[src/rtl/uart_pkg.sv]
// uart_pkg: state encoding and default frame parameters shared by the UART blocks.
package uart_pkg;
  typedef logic [2:0] state_t;
  localparam state_t IDLE  = 3'd0;
  localparam state_t START = 3'd1;
  localparam state_t DATA  = 3'd2;
  localparam state_t STOP  = 3'd3;
  localparam state_t BREAK = 3'd4;
  localparam int DEF_CLKS_PER_BIT = 16;
  localparam int DEF_DATA_BITS    = 8;
endpackage

[src/rtl/sync_2ff.sv]
// sync_2ff: two-flop synchronizer for an asynchronous input, with selectable reset value.
module sync_2ff #(
  parameter logic RST_VAL = 1'b1
) (
  input  logic clk,
  input  logic rst,
  input  logic d,
  output logic q
);
  logic meta;
  always_ff @(posedge clk or negedge rst) begin
    if (!rst) {q, meta} <= {2{RST_VAL}};
    else      {q, meta} <= {meta, d};
  end
endmodule

[src/rtl/uart_rx.sv]
// uart_rx: 1-start / DATA_BITS-data / 1-stop serial receiver, LSB first, mid-bit sampling.
module uart_rx
  import uart_pkg::*;
#(
  parameter int CLKS_PER_BIT = DEF_CLKS_PER_BIT,
  parameter int DATA_BITS    = DEF_DATA_BITS
) (
  input  logic                 clk,
  input  logic                 rst,
  input  logic                 rx,
  output logic [DATA_BITS-1:0] data,
  output logic                 valid,
  output logic                 frame_err,
  output logic                 busy
);
  localparam int CW = $clog2(CLKS_PER_BIT);
  localparam int BW = $clog2(DATA_BITS);
  localparam logic [CW-1:0] HALF = CW'(CLKS_PER_BIT / 2 - 1);
  localparam logic [CW-1:0] FULL = CW'(CLKS_PER_BIT - 1);
  localparam logic [BW-1:0] LAST = BW'(DATA_BITS - 1);
  state_t state, state_n;
  logic [CW-1:0] cnt, cnt_n;
  logic [BW-1:0] bit_idx, bit_idx_n;
  logic [DATA_BITS-1:0] shreg, shreg_n, data_n;
  logic valid_n, frame_err_n, rx_s, rx_prev;
  sync_2ff #(.RST_VAL(1'b1)) u_sync (.clk(clk), .rst(rst), .d(rx), .q(rx_s));
  always_ff @(posedge clk or negedge rst) begin
    if (!rst) begin
      state     <= IDLE;
      cnt       <= '0;
      bit_idx   <= '0;
      shreg     <= '0;
      data      <= '0;
      valid     <= 1'b0;
      frame_err <= 1'b0;
      rx_prev   <= 1'b1;
    end else begin
      state     <= state_n;
      cnt       <= cnt_n;
      bit_idx   <= bit_idx_n;
      shreg     <= shreg_n;
      data      <= data_n;
      valid     <= valid_n;
      frame_err <= frame_err_n;
      rx_prev   <= rx_s;
    end
  end
  always_comb begin
    state_n     = state;
    cnt_n       = cnt;
    bit_idx_n   = bit_idx;
    shreg_n     = shreg;
    data_n      = data;
    valid_n     = 1'b0;
    frame_err_n = 1'b0;
    case (state)
      IDLE: if (rx_prev && !rx_s) begin
        state_n = START;
        cnt_n   = '0;
      end
      START: if (cnt == HALF) begin
        state_n   = rx_s ? IDLE : DATA;
        cnt_n     = '0;
        bit_idx_n = '0;
      end else cnt_n = cnt + CW'(1);
      DATA: if (cnt == FULL) begin
        shreg_n   = {rx_s, shreg[DATA_BITS-1:1]};
        cnt_n     = '0;
        state_n   = (bit_idx == LAST) ? STOP : DATA;
        bit_idx_n = (bit_idx == LAST) ? bit_idx : bit_idx + BW'(1);
      end else cnt_n = cnt + CW'(1);
      STOP: if (cnt == FULL) begin
        cnt_n       = '0;
        state_n     = rx_s ? IDLE : BREAK;
        valid_n     = rx_s;
        frame_err_n = !rx_s;
        data_n      = rx_s ? shreg : data;
      end else cnt_n = cnt + CW'(1);
      BREAK: state_n = rx_s ? IDLE : BREAK;
      default: state_n = IDLE;
    endcase
  end
  always_comb busy = (state != IDLE);
endmodule

[config.mk]
export PLATFORM = sky130hd
export DESIGN_NAME = uart_rx
export DESIGN_NICKNAME = d
export VERILOG_FILES = /design/src/rtl/uart_pkg.sv /design/src/rtl/sync_2ff.sv /design/src/rtl/uart_rx.sv
export SDC_FILE = /design/constraint.sdc
export NUM_CORES = 1
export LEC_CHECK = 0
export BUFFER_PORTS_ARGS = -buffer_cell sky130_fd_sc_hd__buf_4
export CAP_MARGIN = 30
export CORE_MARGIN = 4
export CORE_UTILIZATION = 40
export DETAILED_ROUTE_END_ITERATION = 10
export GPL_TIMING_DRIVEN = 0
export REMOVE_ABC_BUFFERS = 1
export SYNTH_ARGS = -nofsm -noshare
export SYNTH_HDL_FRONTEND = slang
export SYNTH_SLANG_ARGS = --single-unit
export TNS_END_PERCENT = 5
[constraint.sdc]
create_clock -name clk -period 2.3 [get_ports clk]
set_clock_uncertainty 0.15 [all_clocks]
set_input_delay 0.23 -clock clk [delete_from_list [all_inputs] [get_ports clk]]
set_output_delay 0.23 -clock clk [all_outputs]
set_load 0.02 [all_outputs]
=== Yosys cells after proc, flatten, opt, wreduce, memory -nomap -nowiden ===
Index checks and enable logic that the tools add are counted.

* Bitwise logic cells: 0
* Multiply operators: 0
* Divide/modulo/power cells: 0
* Eq/ne operators: 12
* Reductions and logical operators: 12
* Add/subtract/negate cells: 2
* Shift operators: 0
* Order comparisons: 0
* Multiplexer cells: 20

{| class="wikitable"
|+ Operator list
! cell !! number
|-
| 3-bit two-way mux || 8
|-
| 3-bit one-hot mux with 5 select lines || 1
|-
| 4-bit two-way mux || 3
|-
| 4-bit one-hot mux with 3 select lines || 1
|-
| 2-bit != test, second input constant || 5
|-
| 4-bit AND reduction || 2
|-
| 3-bit by 2-bit == test with 1-bit output, second input constant || 2
|-
| 3-bit == test, second input constant || 2
|-
| 3-bit one-hot mux with 2 select lines || 1
|-
| 3-bit nonzero test || 2
|-
| 1-bit two-way mux || 5
|-
| 4-bit by 1-bit adder with 4-bit output, second input constant || 1
|-
| 4-bit by 3-bit == test with 1-bit output, second input constant || 1
|-
| 4-bit == test, second input constant || 1
|-
| 2-bit AND reduction || 2
|-
| 3-bit by 1-bit adder with 3-bit output, second input constant || 1
|-
| 3-bit by 1-bit == test with 1-bit output, second input constant || 1
|-
| 3-bit zero test || 1
|-
| 3-bit AND reduction || 1
|-
| 2-bit two-way mux || 1
|-
| 2-bit nonzero test || 1
|-
| 2-bit OR reduction || 1
|-
| 1-bit logical AND || 1
|-
| 1-bit zero test || 1
|}

* Output and inout port bits: 11
* RAM bits: 0
* Bits of input ports: 3
* Memory bits (read-only): 0
* Latch bits: 0
* Bits in registers: 31
* Logic and storage cells: 56
* Memories kept: 0

=== Longest topological paths before layout ===
* Depth in word-level cells: 4
* Gate-level depth with buffers: 5
* Gate-level depth less buffers: 5

=== Cells and area by module ===
A second synthesis with hierarchy kept.

* Cell total of the unflattened synthesis: 101
* Area, all modules: 1365.1 um^2

{| class="wikitable"
|+ Modules (own cells, without submodules)
! module !! area each (um^2) !! cells an instance !! sequential area each (um^2) !! times used
|-
| uart_rx || 1312.5 || 99 || 726.9 || 1
|-
| sync_2ff || 52.6 || 2 || 52.6 || 1
|}

=== Worst setup path after synthesis ===
Ideal clock, no wire load.

* Kind: register to register
* Start point: register cnt[0]
* End point: register shreg[0]
* Clock period less this slack: 1.734 ns
* Stages on the path, launching flop included: 5
* Required time: 2.025 ns
* Path slack: 0.566 ns
* Buffers on the path: 0
* Arrival: 1.460 ns
* Cell sequence: dfrtp_1 > ha_1 > nand3_4 > nor3_4 > mux2_2

* Word-level cells in the longest chain between the ends: 2

{| class="wikitable"
|+ RTL lines
! element !! line !! RTL
|-
| from (decl) || uart_rx.sv:22 || <nowiki>logic [CW-1:0] cnt, cnt_n;</nowiki>
|-
| from (signal assigned) || uart_rx.sv:39 || <nowiki>cnt <= cnt_n;</nowiki>
|-
| 4-bit == test || uart_rx.sv:66 || <nowiki>DATA: if (cnt == FULL) begin</nowiki>
|-
| 2-bit AND reduction (no line) || n/a ||
|-
| to (signal assigned) || uart_rx.sv:41 || <nowiki>shreg <= shreg_n;</nowiki>
|-
| to (decl) || uart_rx.sv:24 || <nowiki>logic [DATA_BITS-1:0] shreg, shreg_n, data_n;</nowiki>
|}

Every way passes these cells.
A chain may end at the register's enable or synchronous reset.

=== Worst setup path after layout ===
* Start point: register cnt[0]
* End point: register shreg[3]

The elaborated chain is that of the path after synthesis.

==> reports/metrics.cfg <==
[sta]
period_share=0.834
timing.final.crit_period_ns=1.92
setup_violations=0
tightest_slew_ns=0.559
hold_viol=0
clock.fmax_mhz=521
rsz0062_at_grt=no
slew_headroom=0.627
tns_ns=0
slew_violations=0

[synthesis]
synth.area.top_cells=dfrtp_1 51%, mux2_2 15%, dfstp_2 5.8%
synth_top_area_frac=0.513
ys_async_sr_fraction=1.00
synth-edff-count=0
synth-seq-cells=31
seq_area_frac_synth=0.571
netlist_instances=101
yosysTopAreaCell=dfrtp_1
synth_cell_types=31
yosysWarnings=0
synth_area_per_cell_um2=13.5
synth_ff_type=dfrtp_1
syn_area_mm2=0.00137

[clock_tree]
cts.sinks=31
post-cts-setup-buffer-count=0
tritoncts=done
cts-root-buf=clkbuf_4
clock_latency_ns=0.33
clkTransAtPathRegs_ns=0.09
cts_inserted_buffers=5
clock_path_buffers=2
h-tree-depth=2

[final_layout]
multi_input_comb_area_um2=546
mostFrequentLayoutCells=28 x dfrtp_1, 18 x mux2_2, 13 x buf_4, 7 x nor2_1
fillers=303
layout-drive-gt1-share=0.412
seqCellArea_um2=779
area_growth_pct=15.2
fin_nets=124
layout_commonest_cell=dfrtp_1
antenna_cells=0

[pwr]
power.total_mw=1.35
pwr-share-comb=0.193
netSwitchingPower_uw=432
pwr-share-seq=0.538
clkPwrFrac=0.269
irDropWorstVdd_mv=0.480
p_leak_nw=0.747
power_switching_share=0.320
powerDensity_mw_per_mm2=858
p_int_uw=918

[floorplanning]
rows=20
dieArea_mm2=0.00441
chipWidth_um=66.4
core_mm2=0.00315
initial_core_util=0.433
io_pins=14
die_height_um=66.4

[detailed_routing]
firstDrtPassIters=4
vias_per_cell=5.15
vias=839
drt_iter0_markers=21
drc_errors=0
wl_um=2150
wl_per_cell_um=13.2
antenna_left=0

[placed_design]
gp_congestion=0.708
portBuffers=13
hpwl_um=1470

[hold_path]
hold_class=reg2reg

[worst_setup_path]
cpMaxStageDelayCell=nor3_4
cp.arrival_ns=1.99
cp-end-kind=flop
path_cells=ha_1 > nand3_4 > nor3_4 > mux2_2
crit_family=simple AND/OR/NAND/NOR gates
cp_max_fo=8
cp.buffers_inverters=0
critPathKind=reg2reg
startpoint_type=flop
crit_required_ns=2.37
slowest_delay_ns=0.41

[global_routing]
gr-total-overflow=0
antenna_found_initial=0
grt_pass1_vias=845
grt_max_degree=32
grt_pass1_wl_um=3840
track_usage=0.120

[job]
maxCapViolations=0

[outcome]
status=completed

## final cells by class
cell class,instances,area share
well taps,44,0.0350
multi-input cells,64,0.347
flip-flops and latches,31,0.495
inverters,1,0.00238
repair buffers,15,0.0747
clock inverters,1,0.00477
clock buffers,7,0.0413
## cell usage after synthesis, drive strengths merged (2+ instances only)
library cell	instances
a21oi	3
a22o	3
buf	5
dfrtp	28
dfstp	3
ha	3
mux2	18
nand2	5
nand2b	2
nand3	4
nor2	9
nor3	2
nor4	2
o21ai	3
## routing by layer
metal,vias up,track usage,part of all wire
met4,0,0.0761,0.025
met1,419,0.149,0.48
met5,-,0,0
li1,397,-,-
met2,16,0.167,0.45
met3,7,0.0527,0.043
## flip-flops by register name, indices dropped and copies added, names as in the netlist
signal and flops:
cnt 4, rx_prev 1, shreg 8, data 8, u_sync.meta 1, frame_err 1
bit_idx 3, state 3, valid 1, u_sync.q 1
## cell families after synthesis
kind of cell / share of synthesized area
buffers and inverters: 0.0302
adders and majority gates: 0.0275
and+or+nand+nor: 0.147
muxes: 0.156
DFF: 0.571
xor gates and xnor gates: 0.00641
AOI/OAI and AO/OA: 0.0632
## through the flow
stage / utilization / cells / hold slack (ns) / setup slack, ns / cell area (µm²)
detailed placement: 0.470 / 153 / 0.0329 / 0.382 / 1480
floorplan: - / 96 / -0.216 / 0.559 / 1330
CTS: 0.499 / 163 / 0.214 / 0.372 / 1570
global route: 0.499 / 163 / 0.221 / 0.283 / 1570
finish: 0.499 / 163 / 0.212 / 0.381 / 1570
global placement: 0.470 / 153 / 0.0303 / 0.407 / 1480
## worst reg2reg max path, stage by stage (launching register included)
cell     delay (ns)
dfrtp_1        0.40
ha_1           0.32
nand3_4        0.15
nor3_4         0.41
mux2_2         0.39
## repair_timing
item | CTS | global route
resized for setup | 0 | 0
hold endpoints to repair | 32 | 0
hold buffers | 2 | 0
## power groups by stage
stage / Clock (mW) / Sequential (mW) / Combinational (mW)
after global routing: 0.409 / 0.742 / 0.290
after detailed placement: 0 / 0.737 / 0.260
after global placement: 0 / 0.733 / 0.249
after CTS: 0.378 / 0.726 / 0.264
final: 0.363 / 0.726 / 0.261
after floorplan: 0 / 0.714 / 0.203
## worst paths after layout
check | start | endpoint | slack (ns) | cells after the start
hold / removal | u_sync.meta$_DFF_PN1_ | u_sync.q$_DFF_PN1_ | 0.21 | 0
hold reg to reg | u_sync.meta$_DFF_PN1_ | u_sync.q$_DFF_PN1_ | 0.21 | 0
setup / recovery | cnt[0]$_DFFE_PN0P_ | shreg[3]$_DFFE_PN0P_ | 0.38 | 4
setup reg to reg | cnt[0]$_DFFE_PN0P_ | shreg[3]$_DFFE_PN0P_ | 0.38 | 4
min in group asynchronous | rst | cnt[3]$_DFFE_PN0P_ | 0.22 | 2
max in group asynchronous | rst | u_sync.q$_DFF_PN1_ | 1.46 | 2
Note: power is estimated with default switching activity, not from simulation.
